`src/rtl/vga_frame_scheduler.sv`:
```
// Per-frame sequencer owning the VGA write port: erase -> logic update -> redraw, one frame per tick.
// vga_* are combinational muxes of the active client; state, counters and status flags are registered.
module vga_frame_scheduler #(
  parameter int TICK_DIV    = 833333,
  parameter int DRAW_CYCLES = 125
) (
  input  logic       clock_50,
  input  logic       reset,
  input  logic       run,
  output logic       erase_en,
  input  logic       erase_done,
  input  logic [7:0] erase_x,
  input  logic [7:0] erase_y,
  input  logic [2:0] erase_color,
  input  logic       erase_plot,
  output logic       logic_update,
  input  logic       logic_done,
  output logic       draw_reset,
  output logic       draw_en,
  input  logic [7:0] draw_x,
  input  logic [7:0] draw_y,
  input  logic [2:0] draw_color,
  input  logic       draw_plot,
  output logic [7:0] vga_x,
  output logic [7:0] vga_y,
  output logic [2:0] vga_color,
  output logic       vga_plot,
  output logic       busy,
  output logic [7:0] frame_count,
  output logic       frame_overrun
);

  localparam int TW = (TICK_DIV > 1) ? $clog2(TICK_DIV) : 1;
  localparam int DW = (DRAW_CYCLES > 1) ? $clog2(DRAW_CYCLES) : 1;
  localparam logic [TW-1:0] TICK_LAST = TW'(TICK_DIV - 1);
  localparam logic [DW-1:0] DRAW_LAST = DW'(DRAW_CYCLES - 1);

  typedef enum logic [2:0] {
    S_IDLE,
    S_WAIT_TICK,
    S_ERASE,
    S_UPDATE,
    S_DRAW
  } state_t;

  state_t          r_state;
  state_t          w_next;
  logic [TW-1:0]   r_tick_cnt;
  logic [DW-1:0]   r_draw_cnt;
  logic [7:0]      r_frame_count;
  logic            r_overrun;
  logic            r_logic_update;
  logic            w_tick;
  logic            w_busy;
  logic            w_draw_last;

  assign w_tick      = (r_tick_cnt == TICK_LAST);
  assign w_draw_last = (r_draw_cnt == DRAW_LAST);

  always_comb begin
    w_next      = r_state;
    w_busy      = 1'b0;
    erase_en    = 1'b0;
    draw_en     = 1'b0;
    draw_reset  = 1'b1;
    vga_x       = 8'd0;
    vga_y       = 8'd0;
    vga_color   = 3'd0;
    vga_plot    = 1'b0;
    case (r_state)
      S_IDLE: begin
        if (run) w_next = S_WAIT_TICK;
      end
      S_WAIT_TICK: begin
        if (w_tick)    w_next = S_ERASE;
        else if (!run) w_next = S_IDLE;
      end
      S_ERASE: begin
        w_busy    = 1'b1;
        erase_en  = 1'b1;
        vga_x     = erase_x;
        vga_y     = erase_y;
        vga_color = erase_color;
        vga_plot  = erase_plot;
        if (erase_done) w_next = S_UPDATE;
      end
      S_UPDATE: begin
        w_busy = 1'b1;
        if (logic_done) w_next = S_DRAW;
      end
      S_DRAW: begin
        w_busy     = 1'b1;
        draw_en    = 1'b1;
        draw_reset = 1'b0;
        vga_x      = draw_x;
        vga_y      = draw_y;
        vga_color  = draw_color;
        vga_plot   = draw_plot;
        if (w_draw_last) w_next = S_WAIT_TICK;
      end
      default: w_next = S_IDLE;
    endcase
  end

  always_ff @(posedge clock_50) begin
    if (reset) begin
      r_state        <= S_IDLE;
      r_tick_cnt     <= '0;
      r_draw_cnt     <= '0;
      r_frame_count  <= 8'd0;
      r_overrun      <= 1'b0;
      r_logic_update <= 1'b0;
    end else begin
      r_state    <= w_next;
      r_tick_cnt <= w_tick ? '0 : r_tick_cnt + 1'b1;
      // Held at zero outside DRAW so every pass starts counting from 0.
      r_draw_cnt <= (r_state == S_DRAW) ? r_draw_cnt + 1'b1 : '0;
      if (r_state == S_DRAW && w_draw_last)
        r_frame_count <= r_frame_count + 8'd1;
      if (w_tick && w_busy)
        r_overrun <= 1'b1;
      r_logic_update <= (r_state == S_ERASE) && (w_next == S_UPDATE);
    end
  end

  assign logic_update  = r_logic_update;
  assign busy          = w_busy;
  assign frame_count   = r_frame_count;
  assign frame_overrun = r_overrun;

endmodule

```
`config.mk`:
```
export PLATFORM = sky130hd
export DESIGN_NAME = vga_frame_scheduler
export DESIGN_NICKNAME = d
export VERILOG_FILES = /design/src/rtl/vga_frame_scheduler.sv
export SDC_FILE = /design/constraint.sdc
export NUM_CORES = 1
export LEC_CHECK = 0
export BUFFER_PORTS_ARGS = -buffer_cell sky130_fd_sc_hd__buf_2
export CAP_MARGIN = 20
export CELL_PAD_IN_SITES_DETAIL_PLACEMENT = 1
export CELL_PAD_IN_SITES_GLOBAL_PLACEMENT = 1
export CORE_MARGIN = 2
export CORE_UTILIZATION = 32
export CTS_BUF_LIST = sky130_fd_sc_hd__clkbuf_8
export CTS_CLUSTER_SIZE = 8
export DETAILED_ROUTE_END_ITERATION = 12
export PLACE_DENSITY_LB_ADDON = 0.1
export SYNTH_ARGS = -nofsm -noshare
export SYNTH_HDL_FRONTEND = slang
export SYNTH_SLANG_ARGS = --single-unit
```
`constraint.sdc`:
```
create_clock -name clock_50 -period 2.2 [get_ports clock_50]
set_clock_uncertainty 0.15 [all_clocks]
set_input_delay 0.33 -clock clock_50 [delete_from_list [all_inputs] [get_ports clock_50]]
set_output_delay 0.33 -clock clock_50 [all_outputs]
set_load 0.02 [all_outputs]
```
==> flow_metrics.tcl <==
set metrics [dict create \
    path_length_in_cells_of_the_critical_path 5 \
    placedInstanceArea_um2 2580 \
    switching_share 0.2215 \
    ff2ff_setup_slack_ns 0.10 \
    globalRoute.totalOverflow 0 \
    syn-cell-area_um2 2009 \
    crit-reg2reg-launch "r_tick_cnt[1]" \
    layout.nets 379 \
    main_combinational_cell_family_by_area_after_synthesis "simple AND/OR/NAND/NOR gates" \
    first_pass_iters 4 \
    most_used_standard_cell_by_instance_count_after_synthesis "dfxtp_1" \
    postCtsHoldBufs 0 \
    synth-edff-count 0 \
    n_diodes 0 \
    aggregate_negative_setup_slack_ns 0 \
    final_layout_size_suffix_gt1_frac 0.3455 \
    die-height_um 83.25 \
    die_x_um 83.25 \
    mappedNetlistNets 286 \
    startpoint "r_tick_cnt[1]" \
    vdd_drop_max_uv 321.0 \
    pwr-share-seq 0.556 \
    comb_pwr_share 0.068 \
    r2r.worst_path.cells 5 \
    synthArstFlopShare 0 \
    ys_seq_elements 40 \
    synthAdderAreaFrac 0.03113 \
    status "complete, no violations" \
    synth_cells 236 \
    total_of_warnings_raised_by_yosys 0 \
    cts_inserted_buffers 5 \
    multi_input_comb_area_um2 1142 \
    leakagePower_uw 0.001149 \
    detail_route.drc_violations 0 \
    io-pin-count 79 \
    fin_crit_share 0.9544 \
    core_area_um2 5991 \
    worst_ep_arrival_time_ns 2.17 \
    cts_max_path_buffers 2 \
    postRouteWirelength_um 5892 \
    cp_slowest_stage_delay_ns 0.57 \
    routed-via-count 2045 \
    p_int_uw 1025 \
    layout.cell_area.non_filler_um2 2699 \
    synth_top_area_cell "dfxtp_1" \
    post_synth_main_area_contributors "dfxtp_1, a22o_1, nor2_1" \
    track_usage 0.1684 \
    reg2reg_to "r_tick_cnt[17]" \
    endpoint_kind "register" \
    timing_worst_setup_path_type "reg -> reg" \
    grt_setup_unrepaired "false" \
    root_buffer_cell "clkbuf_8" \
    worst_hold_path_type "in -> reg" \
    regArea_um2 802.0 \
    final-setup-viol-count 0 \
    cp-endpoint "r_tick_cnt[17]" \
    drt_iter0_markers 68 \
    post_synth_most_frequent_cells "dfxtp_1, nor2_1, a22o_1, nand2_1, nand3_1" \
    crit_buf_inv 1 \
    floorplan.rows 28 \
    crit_path_max_fanout 4 \
    max_slew_margin 0.6840 \
    fmax_mhz 476.3 \
    port_buffers 78 \
    fin_crit_ns 2.100 \
    power_density_nw_per_um2 488.1 \
    largest_net_degree_at_the_start_of_global_routing 24 \
    timing.critical_path.required_ns 2.28 \
    clk_pin_slew_ns 0.08 \
    finalWeightedCongestion 0.7090 \
    place_hpwl_um 4454 \
    syn_to_final_growth_pct 34.31 \
    ctsHtreeMaxLevel 2 \
    crit_family "simple AND/OR/NAND/NOR gates" \
    start_util 0.3354 \
    power_switching_uw 291.8 \
    netlist-cell-type-count 35 \
    power.share.clock 0.376 \
    max_slew.worst_pin.slew_ns 0.4703 \
    tritoncts "built" \
    drt.antenna.violating_nets 0 \
    count_of_maximum_capacitance_violations 0 \
    start_kind "register" \
    postSynth.topFlopCell "dfxtp_1" \
    synth_seq_area_share 0.3985 \
    cts_num_sinks 40 \
    route.detailed.vias_per_inst 5.049 \
    clk-insertion-delay-late_ns 0.29 \
    synthXorXnorAreaFrac 0.07846 \
    antenna_violations_before_repair 0 \
    yosys.area_share.simple 0.2615 \
    die_area_um2 6930 \
    crit_slowest_cell "or4_4" \
    yosysTopAreaCellShare 0.3985 \
    launch_point_of_the_worst_hold_path "logic_done" \
    synth_compound_area_frac 0.1737 \
    slew_viol_final 0 \
    wirelength_per_cell_um 14.55 \
    postSynthAreaPerCell_um2 8.515 \
    grt_first_pass_wirelength_um 9777 \
    critical_path.cell_chain "buf_4 > nand4_1 > or4_4 > or4_1 > a21oi_1" \
    post_synth_mux_area_share 0.009963 \
    n_fill_cell 762 \
    hold_viol 0 \
    grt_pass1_vias 2065 \
]
==> repair_timing <==
item | in CTS | in global routing
endpoints found under the hold margin | 0 | 0
gates resized for setup | 0 | 6
buffers inserted | 0 | 0
setup endpoints to repair | 0 | 36
==> final cells by class <==
class / instances / share of cell area
Clock inverter: 2 / 0.002782
Multi-Input combinational cell: 174 / 0.4233
Timing Repair Buffer: 96 / 0.1947
Clock buffer: 6 / 0.03060
Tap cell: 75 / 0.03477
Sequential cell: 40 / 0.2972
Inverter: 12 / 0.01669
==> flip-flops by register name, indices dropped and copies added (netlist names) <==
signal         flops
r_tick_cnt        20
frame_overrun      1
logic_update       1
r_draw_cnt         7
frame_count        8
r_state            3
==> layout by cell type (no fill, tap or decap), types with 2 or more instances in the layout <==
| cell | count |
|---|---|
| nand2b_1 | 2 |
| or3_1 | 9 |
| nand2_1 | 15 |
| nor2_1 | 26 |
| xor2_1 | 8 |
| o21ai_0 | 10 |
| nor4_1 | 6 |
| or2_2 | 2 |
| a21oi_1 | 14 |
| and3_1 | 2 |
| dfxtp_1 | 39 |
| or4_4 | 3 |
| nor3_1 | 2 |
| buf_4 | 18 |
| xnor2_1 | 10 |
| ha_1 | 5 |
| clkbuf_8 | 6 |
| nand3_1 | 15 |
| or4_1 | 4 |
| nor2b_1 | 2 |
| a22o_1 | 20 |
| nand4_1 | 3 |
| buf_2 | 78 |
| o31ai_1 | 3 |
| inv_1 | 13 |
| mux2i_1 | 2 |
==> how the worst min path moves through the flow <==
| stage | end | slack, ns | depth (start not counted) |
|---|---|---|---|
| after detailed placement | r_draw_cnt[0] | 0.31 | 1 |
| after CTS | r_state[2] | 0.19 | 3 |
| after global routing | r_state[2] | 0.20 | 3 |
| after floorplan | r_draw_cnt[0] | 0.28 | 1 |
| after global placement | r_draw_cnt[0] | 0.30 | 1 |
| final | r_state[2] | 0.19 | 3 |
==> metrics by stage <==
step                        util  setup slack, ns  hold slack (ns)  total power (uW)  std cells
after CTS                 0.4457          0.02218           0.1900              1334        405
after global placement    0.4307           0.1088           0.3019             835.4        397
after global routing      0.4505         0.004045           0.2025              1386        405
after floorplan                -          0.01971           0.2797             781.9        236
final                     0.4505           0.1004           0.1935              1317        405
after detailed placement  0.4307          0.03820           0.3126             838.4        397
==> logic make-up after synthesis <==
kind of cell             Yosys count
multiplexers                       2
adder cells (fa/ha/maj)            5
XOR/XNOR                          18
flip-flops                        40
AO/OA/AOI/OAI                     51
AND/OR/NAND/NOR                   98
buffers and inverters             22
==> power by group through the flow <==
stage	Combinational [uW]	Clock [uW]	Sequential, uW
2_1_floorplan	30.9	0	751
3_3_place_gp	86.2	0	749
3_5_place_dp	89.1	0	749
4_1_cts	89.2	513	732
5_1_grt	101	552	733
6_report	89.9	495	732
==> routing by layer <==
layer	wire length (um)	track usage
met3	178	0.04076
met5	0	0
met2	2822	0.2845
met1	2858	0.2203
met4	31	0.02981
==> tightest hold or removal path, stage by stage <==
cell and delay [ns]:
buf_2 0.12, nand3_1 0.07, a21oi_1 0.06
No activity file was read; power rests on OpenSTA's default activity.
